===== src/rtl/mapper_mem_pkg.sv =====
`default_nettype none
// ============================================================================
// Module      : mapper_mem_pkg
// Description : Shared types and constants for the mapper memory sequencer.
//               Contents: FSM state type, arbitration grant type, default
//               address width and the saturating wait-counter helper.
// Revision    : 1.0 - initial release
// ============================================================================
package mapper_mem_pkg;

    typedef enum logic [0:0] {
        S_IDLE = 1'b0,
        S_BUSY = 1'b1
    } state_t;

    typedef enum logic [0:0] {
        G_CPU = 1'b0,
        G_PPU = 1'b1
    } grant_t;

    localparam int DEFAULT_ADDR_W = 22;

    // CPU starvation counter width and its saturation value
    localparam int              WAIT_W   = 4;
    localparam logic [WAIT_W-1:0] WAIT_MAX = 4'd15;

    function automatic logic [WAIT_W-1:0] sat_inc(input logic [WAIT_W-1:0] v);
        return (v == WAIT_MAX) ? v : v + WAIT_W'(1);
    endfunction

endpackage
`default_nettype wire


===== src/rtl/mem_port_latch.sv =====
`default_nettype none
// ============================================================================
// Module      : mem_port_latch
// Description : One-deep request holding register for one requester side
//               (CPU or PPU). Captures a single-cycle access strobe, holds it
//               until the memory cycle completes (or, for a suppressed
//               access, for exactly one cycle), returns read data and a
//               one-cycle done pulse, and flags requests that arrive while
//               the slot is still occupied.
// Ports       : clk, reset_n          - clock, async active-low reset
//               req/we/allow/addr/wdata - requester strobe and attributes
//               mem_complete, mem_rdata - memory cycle for this side ends now
//               mem_pending           - slot holds an access needing memory
//               lat_we/lat_addr/lat_wdata - held access attributes
//               rdata, done           - registered read data / done pulse
//               overrun_evt           - request dropped this cycle (pulse)
// Revision    : 1.0 - initial release
// ============================================================================
module mem_port_latch
    import mapper_mem_pkg::*;
#(
    parameter int ADDR_W = DEFAULT_ADDR_W
) (
    input  logic              clk,
    input  logic              reset_n,
    input  logic              req,
    input  logic              we,
    input  logic              allow,
    input  logic [ADDR_W-1:0] addr,
    input  logic [7:0]        wdata,
    input  logic              mem_complete,
    input  logic [7:0]        mem_rdata,
    output logic              mem_pending,
    output logic              lat_we,
    output logic [ADDR_W-1:0] lat_addr,
    output logic [7:0]        lat_wdata,
    output logic [7:0]        rdata,
    output logic              done,
    output logic              overrun_evt
);

    logic pending;
    logic lat_allow;
    logic supp_complete;
    logic complete;
    logic capture;

    // A suppressed access never reaches the arbiter; it retires on the first
    // edge after capture.
    assign supp_complete = pending && !lat_allow;
    assign complete      = supp_complete || mem_complete;

    // A slot that is retiring on this edge is free for a new capture.
    assign capture       = req && (!pending || complete);
    assign overrun_evt   = req && pending && !complete;

    assign mem_pending   = pending && lat_allow;

    always_ff @(posedge clk or negedge reset_n) begin
        if (!reset_n) begin
            pending   <= 1'b0;
            lat_allow <= 1'b0;
            lat_we    <= 1'b0;
            lat_addr  <= '0;
            lat_wdata <= '0;
            rdata     <= 8'hFF;
            done      <= 1'b0;
        end else begin
            done <= complete;
            if (capture) begin
                pending   <= 1'b1;
                lat_allow <= allow;
                lat_we    <= we;
                lat_addr  <= addr;
                lat_wdata <= wdata;
            end else if (complete) begin
                pending <= 1'b0;
            end
            if (mem_complete && !lat_we) begin
                rdata <= mem_rdata;
            end
        end
    end

endmodule
`default_nettype wire


===== src/rtl/mapper_mem_sequencer.sv =====
`default_nettype none
// ============================================================================
// Module      : mapper_mem_sequencer
// Description : Turns mapper-translated CPU (PRG) and PPU (CHR) accesses into
//               single-port memory transactions. One outstanding request per
//               side, PPU-first arbitration with a CPU starvation guard, and a
//               req/ack handshake toward the SDRAM controller.
// Ports       : clk, reset_n                      - clock, async active-low reset
//               cpu_req/we/allow/addr/wdata       - CPU access in
//               cpu_rdata, cpu_done               - CPU read data / completion
//               ppu_*                             - same for the PPU side
//               mem_req/we/addr/wdata             - memory request (held to ack)
//               mem_ack, mem_rdata                - memory acknowledge / data
//               overrun                           - sticky dropped-request flag
// Revision    : 1.0 - initial release
// ============================================================================
module mapper_mem_sequencer
    import mapper_mem_pkg::*;
#(
    parameter int ADDR_W       = DEFAULT_ADDR_W,
    parameter int STARVE_LIMIT = 8
) (
    input  logic              clk,
    input  logic              reset_n,
    input  logic              cpu_req,
    input  logic              cpu_we,
    input  logic              cpu_allow,
    input  logic [ADDR_W-1:0] cpu_addr,
    input  logic [7:0]        cpu_wdata,
    output logic [7:0]        cpu_rdata,
    output logic              cpu_done,
    input  logic              ppu_req,
    input  logic              ppu_we,
    input  logic              ppu_allow,
    input  logic [ADDR_W-1:0] ppu_addr,
    input  logic [7:0]        ppu_wdata,
    output logic [7:0]        ppu_rdata,
    output logic              ppu_done,
    output logic              mem_req,
    output logic              mem_we,
    output logic [ADDR_W-1:0] mem_addr,
    output logic [7:0]        mem_wdata,
    input  logic              mem_ack,
    input  logic [7:0]        mem_rdata,
    output logic              overrun
);

    localparam logic [WAIT_W-1:0] STARVE_THR = WAIT_W'(STARVE_LIMIT);

    state_t            state;
    state_t            state_nx;
    grant_t            grant;
    grant_t            grant_nx;
    logic              issue;
    logic              finish;
    logic [WAIT_W-1:0] cpu_wait;
    logic              cpu_starved;

    logic              cpu_pend;
    logic              cpu_lat_we;
    logic [ADDR_W-1:0] cpu_lat_addr;
    logic [7:0]        cpu_lat_wdata;
    logic              cpu_ovr_evt;
    logic              cpu_complete;

    logic              ppu_pend;
    logic              ppu_lat_we;
    logic [ADDR_W-1:0] ppu_lat_addr;
    logic [7:0]        ppu_lat_wdata;
    logic              ppu_ovr_evt;
    logic              ppu_complete;

    assign cpu_complete = finish && (grant == G_CPU);
    assign ppu_complete = finish && (grant == G_PPU);
    assign cpu_starved  = (cpu_wait >= STARVE_THR);

    mem_port_latch #(
        .ADDR_W (ADDR_W)
    ) u_cpu_latch (
        .clk          (clk),
        .reset_n      (reset_n),
        .req          (cpu_req),
        .we           (cpu_we),
        .allow        (cpu_allow),
        .addr         (cpu_addr),
        .wdata        (cpu_wdata),
        .mem_complete (cpu_complete),
        .mem_rdata    (mem_rdata),
        .mem_pending  (cpu_pend),
        .lat_we       (cpu_lat_we),
        .lat_addr     (cpu_lat_addr),
        .lat_wdata    (cpu_lat_wdata),
        .rdata        (cpu_rdata),
        .done         (cpu_done),
        .overrun_evt  (cpu_ovr_evt)
    );

    mem_port_latch #(
        .ADDR_W (ADDR_W)
    ) u_ppu_latch (
        .clk          (clk),
        .reset_n      (reset_n),
        .req          (ppu_req),
        .we           (ppu_we),
        .allow        (ppu_allow),
        .addr         (ppu_addr),
        .wdata        (ppu_wdata),
        .mem_complete (ppu_complete),
        .mem_rdata    (mem_rdata),
        .mem_pending  (ppu_pend),
        .lat_we       (ppu_lat_we),
        .lat_addr     (ppu_lat_addr),
        .lat_wdata    (ppu_lat_wdata),
        .rdata        (ppu_rdata),
        .done         (ppu_done),
        .overrun_evt  (ppu_ovr_evt)
    );

    // Next-state / arbitration. The PPU wins ties unless the CPU has waited
    // long enough to trip the starvation guard.
    always_comb begin
        state_nx = state;
        grant_nx = grant;
        issue    = 1'b0;
        finish   = 1'b0;
        case (state)
            S_IDLE: begin
                if (cpu_pend || ppu_pend) begin
                    issue    = 1'b1;
                    state_nx = S_BUSY;
                    grant_nx = (cpu_pend && (!ppu_pend || cpu_starved)) ? G_CPU : G_PPU;
                end
            end
            S_BUSY: begin
                if (mem_ack) begin
                    finish   = 1'b1;
                    state_nx = S_IDLE;
                end
            end
            default: state_nx = S_IDLE;
        endcase
    end

    always_ff @(posedge clk or negedge reset_n) begin
        if (!reset_n) begin
            state <= S_IDLE;
            grant <= G_CPU;
        end else begin
            state <= state_nx;
            grant <= grant_nx;
        end
    end

    // Memory-side outputs are loaded from the winning slot at grant time; the
    // slot cannot change while it is pending, so the registered copy stays
    // equal to the granted latch for the whole transaction.
    always_ff @(posedge clk or negedge reset_n) begin
        if (!reset_n) begin
            mem_req   <= 1'b0;
            mem_we    <= 1'b0;
            mem_addr  <= '0;
            mem_wdata <= '0;
        end else if (issue) begin
            mem_req <= 1'b1;
            if (grant_nx == G_PPU) begin
                mem_we    <= ppu_lat_we;
                mem_addr  <= ppu_lat_addr;
                mem_wdata <= ppu_lat_wdata;
            end else begin
                mem_we    <= cpu_lat_we;
                mem_addr  <= cpu_lat_addr;
                mem_wdata <= cpu_lat_wdata;
            end
        end else if (finish) begin
            mem_req <= 1'b0;
        end
    end

    // Counts cycles the CPU holds a memory-bound request without owning the
    // bus; cleared only when the CPU is granted.
    always_ff @(posedge clk or negedge reset_n) begin
        if (!reset_n) begin
            cpu_wait <= '0;
        end else if (issue && (grant_nx == G_CPU)) begin
            cpu_wait <= '0;
        end else if (cpu_pend && !((state == S_BUSY) && (grant == G_CPU))) begin
            cpu_wait <= sat_inc(cpu_wait);
        end
    end

    always_ff @(posedge clk or negedge reset_n) begin
        if (!reset_n) begin
            overrun <= 1'b0;
        end else if (cpu_ovr_evt || ppu_ovr_evt) begin
            overrun <= 1'b1;
        end
    end

endmodule
`default_nettype wire

===== config.mk =====
export PLATFORM = sky130hd
export DESIGN_NAME = mapper_mem_sequencer
export DESIGN_NICKNAME = d
export VERILOG_FILES = /design/src/rtl/mapper_mem_pkg.sv /design/src/rtl/mem_port_latch.sv /design/src/rtl/mapper_mem_sequencer.sv
export SDC_FILE = /design/constraint.sdc
export NUM_CORES = 1
export LEC_CHECK = 0
export ABC_AREA = 1
export CORE_AREA = 2 2 135 137
export CTS_BUF_LIST = sky130_fd_sc_hd__clkbuf_2 sky130_fd_sc_hd__clkbuf_4 sky130_fd_sc_hd__clkbuf_8
export DETAILED_ROUTE_END_ITERATION = 6
export DIE_AREA = 0 0 137 139
export GPL_TIMING_DRIVEN = 0
export HOLD_SLACK_MARGIN = 0.08
export PLACE_DENSITY = 0.5
export SETUP_SLACK_MARGIN = 0.05
export SYNTH_ARGS = -nofsm -noshare
export SYNTH_HDL_FRONTEND = slang
export SYNTH_SLANG_ARGS = --single-unit

===== constraint.sdc =====
create_clock -name clk -period 1.6 [get_ports clk]
set_input_delay 0.4 -clock clk [delete_from_list [all_inputs] [get_ports clk]]
set_output_delay 0.4 -clock clk [all_outputs]
set_load 0.1 [all_outputs]

## Yosys cells after proc, flatten, opt, wreduce, memory -nomap -nowiden

Index checks and enable logic that the tools add are counted.

| storage, ports and cells | value |
|---|---|
| bits in registers | 123 |
| bits in latches | 0 |
| RAM bits | 0 |
| bits in read-only memories | 0 |
| input bits | 77 |
| output and inout port bits | 51 |
| word-level logic and storage cells | 90 |
| memories kept | 0 |

| cells by class | value |
|---|---|
| add/subtract/negate cells | 1 |
| multiply operators | 0 |
| divide/modulo/power cells | 0 |
| order comparisons | 1 |
| equality and inequality tests | 2 |
| shift operators | 0 |
| muxes and demuxes | 21 |
| bitwise logic cells | 3 |
| reductions and logical operators | 40 |

Operator list:

| cell | number |
|---|---|
| $mux 22 | 1 |
| $logic_and 1x1->1 | 18 |
| $mux 1 | 15 |
| $mux 4 | 3 |
| $logic_not 1->1 | 10 |
| $mux 8 | 1 |
| $reduce_bool 2->1 | 4 |
| $logic_or 1x1->1 | 7 |
| $add 4x1->4 const B | 1 |
| $eq 4x4->1 const B | 1 |
| $ge 4x4->1 const B | 1 |
| $not 1->1 | 3 |
| $ne 2x2->1 const B | 1 |
| $pmux 1 s2 | 1 |
| $reduce_and 2->1 | 1 |

## Longest topological paths before layout

| depth | value |
|---|---|
| word-level depth | 11 |
| gate-level depth with buffers | 9 |
| mapped depth without buffers | 8 |

## Cells and area by module

A second synthesis with hierarchy kept.

| second synthesis, totals | value |
|---|---|
| cell total of the unflattened synthesis | 690 |
| area, all modules | 5,575.3 um2 |

By module, submodules not included:

| module | instances | cells each | area each (um2) | seq. area each (um2) |
|---|---|---|---|---|
| mem_port_latch | 2 | 185 | 1,707.9 | 1,061.0 |
| mapper_mem_sequencer | 1 | 320 | 2,159.6 | 975.9 |

## Worst setup path after synthesis

No wires, ideal clock.

| path | value |
|---|---|
| kind | register to output |
| start point | register mem_req |
| end point | output port mem_req |
| data arrival time | 898 ps |
| required time | 1,200 ps |
| slack | 302 ps |
| cell stages (with the launch flop) | 1 |
| path buffers | 0 |
| cells stage by stage | dfrtp_1 |

RTL lines:

| what | RTL line | source |
|---|---|---|
| start: declaration | mapper_mem_sequencer.sv:39 | `output logic mem_req,` |
| start signal: assignment | mapper_mem_sequencer.sv:159 | `mem_req <= 1'b0;` |
| start signal: assignment | mapper_mem_sequencer.sv:164 | `mem_req <= 1'b1;` |
| start signal: assignment | mapper_mem_sequencer.sv:175 | `mem_req <= 1'b0;` |

No word-level cell between the ends.

## Worst setup path after layout

| path | value |
|---|---|
| start point | register u_ppu_latch.rdata[3] |
| end point | output port ppu_rdata[3] |

RTL lines:

| what | RTL line | source |
|---|---|---|
| start: declaration | mem_port_latch.sv:37 | `output logic [7:0] rdata,` |
| start signal: assignment | mem_port_latch.sv:80 | `rdata <= mem_rdata;` |
| end: declaration | mapper_mem_sequencer.sv:37 | `output logic [7:0] ppu_rdata,` |

No word-level cell between the ends.

==> results.tsv <==
metric	value	unit
antenna_found_initial	0	
cts-buffers-inserted	17	
max_freq	628	MHz
clockBufferDepth	2	
crit_arrival	1.19	ns
first_iter_violations	207	
yosysUniqueCellTypes	19	
crit_cells	1	
hp-class	primary input to async pin	
crit_path_start	u_ppu_latch.rdata[3]$_DFFE_PN1P_	
ios	128	
leakage	3.70	nW
drive_gt1_share	18.5	%
cap_viol_max_count	0	
start_util	29.3	%
outcome	finished clean	
globalplace.congestion	0.784	
synthesis.nets	681	
clk_latency	0.44	ns
critPathBufInv	1	
ant_nets	0	
overflow	0	
ys_seq_elements	123	
startpoint_type	flip-flop	
p_total	17.4	mW
clock_skew	0.00701	ns
grt_max_degree	93	
setup_viol	0	
syn_inst	602	
cpPeakStageDelay	0.57	ns
port_buffers	127	
period_needed	1.59	ns
crit_fanout	2	
ir_drop	1.33	mV
syn_avg_cell_area	8.60	sq um
worstSetupEndpointType	output port	
maxSlewHeadroom	67.1	%
hold_viol_final	0	
power_density	2340	nW/um^2
grt_pass1_vias	4582	
die_w	137	um
cts-root-buf	clkbuf_8	
first_pass_iters	4	
timing.final.crit_share	99.5	%
cts_sinks	123	
die_h	139	um
syn-cell-area	5180	sq um
critical_path_class	flip-flop to output port	
path_cells	buf_12	
crit_slowest_cell	dfstp_2	
endpoint	ppu_rdata[3]	
final_core_util	42.1	%
rsz0062_at_grt	true	
synthToLayoutAreaGrowth	43.7	%
wl_per_cell	14.7	um
rows	49	
final_max_slew_viol_count	0	
cts_tree	done	
worst_r2r_startpoint	u_cpu_latch.lat_allow$_DFFE_PN0P_	
tightest_slew	0.493	ns
wirelength	14600	um
final_net_count	831	
yosys_warnings	0	
post-route-drc-count	0	
via_per_inst	4.38	
path_clk_slew	0.07	ns
grt_usage	16.3	%
place_hpwl	10500	um
r2r_setup_slack	0.16	ns
cp_data_required_time	1.20	ns
critical_path.top_delay_family	flip-flops	
htreeDepth	4	
coreArea	17700	sq um
grt_first_pass_wirelength	24000	um
via_count	4354	
rr_worst_depth	8	
r2r_end	mem_addr[12]$_DFFE_PN0N_	
dieArea	19000	sq um
diodes	0	
seq_area_frac_synth	59.9	%
timing repair:
item	4_1_cts	5_1_grt
gates resized for setup	365	46
hold endpoints to repair	15	0
buffers inserted	0	3
pin swaps	0	1
gates cloned	0	0
setup endpoints to repair	78	137
hold buffers	1	0
stage by stage:
step	hold slack [ns]	setup WS (ns)	instances	cell area, sq um	setup TNS [ns]
6_report	0.400	0.00741	993	7440	0
5_1_grt	0.402	-0.0544	993	7440	-0.573
4_1_cts	0.389	-0.0160	991	7290	-0.143
3_5_place_dp	0.302	-0.451	959	6760	-45.06
3_3_place_gp	0.462	-4.72	958	6730	-598.73
2_1_floorplan	0.104	0.302	602	5180	0
logic make-up after synthesis:
kind of cell | share of synthesized area, %
adders and majority gates | 0.483
AOI/OAI and AO/OA | 8.19
and+or+nand+nor | 22.0
DFF | 59.9
buffers and inverters | 9.11
xor gates and xnor gates | 0.338
worst min path at each step:
stage / from / end / slack [ns] / cells past startpoint
3_5_place_dp: reset_n / u_ppu_latch.lat_wdata[5]$_DFFE_PN0P_ / 0.30 / 1
3_3_place_gp: overrun$_DFFE_PN0P_ / overrun$_DFFE_PN0P_ / 0.46 / 2
5_1_grt: reset_n / u_ppu_latch.lat_wdata[5]$_DFFE_PN0P_ / 0.40 / 2
4_1_cts: reset_n / u_ppu_latch.lat_wdata[5]$_DFFE_PN0P_ / 0.39 / 2
6_report: reset_n / u_ppu_latch.lat_wdata[5]$_DFFE_PN0P_ / 0.40 / 2
2_1_floorplan: reset_n / cpu_wait[0]$_DFFE_PN0P_ / 0.10 / 0
registers in the layout (all words and copies together) (netlist names), 4 cells and up:
name	flops
mem_addr	22
u_cpu_latch.lat_addr	22
u_ppu_latch.lat_addr	22
mem_wdata	8
u_cpu_latch.lat_wdata	8
u_cpu_latch.rdata	8
u_ppu_latch.lat_wdata	8
u_ppu_latch.rdata	8
cpu_wait	4
power by group:
group | switching (mW) | internal (mW)
registers | 0.686 | 4.33
logic | 6.87 | 2.65
clock network | 1.18 | 1.72
total | 8.74 | 8.70
area by class of cell:
cell class              count  area [sq um]
plain buffers              28           196
clock buffers              23           304
clock inverters             8           115
fillers                  1785         10200
inverters                  87           327
multi-input cells         363          1640
flip-flops and latches    123          3100
well taps                 229           287
repair buffers            132          1470
cell usage after synthesis:
master	n	area, sq um
xor2_1	2	17.5
nor3_1	2	10.0
nand3_1	70	350
a21oi_1	63	315
nand2_2	5	31.3
o221ai_1	1	8.76
ha_1	2	25.0
clkbuf_1	6	22.5
inv_1	86	323
nand4_1	1	6.26
nor2_1	71	267
nand2_1	125	469
buf_2	20	100
buf_4	3	22.5
nor2_2	1	6.26
dfrtp_1	107	2680
o21ai_0	20	100
dfstp_2	16	420
inv_2	1	3.75
cells in the final DEF (no fill, tap or decap):
cell type and instances:
inv_2 1, nor3_1 2, nand2_2 3, bufinv_16 3, nand2_4 3, clkbuf_1 1
dfrtp_2 1, buf_4 26, o21ai_0 20, buf_6 23, buf_12 16, nand2_1 124
xor2_1 2, clkbuf_4 9, ha_1 2, clkbuf_2 2, dfstp_2 16, clkinv_2 5
nand4_1 1, dfrtp_1 106, a21oi_1 63, buf_16 1, nand3_1 68, o221ai_1 1
nor2_1 71, nand3_2 2, inv_1 86, buf_2 8, clkbuf_8 21, nor2_4 1
clkdlybuf4s50_1 75, dlygate4sd3_1 1
layer usage:
metal  wire, um  track usage, %  vias up
met1       6670            21.6     2048
li1           -               -     2172
met3       1190            6.40       15
met2       6640            25.0      119
met4        142            4.23        0
met5          0               0        -
Note: power is estimated with default switching activity, not from simulation.
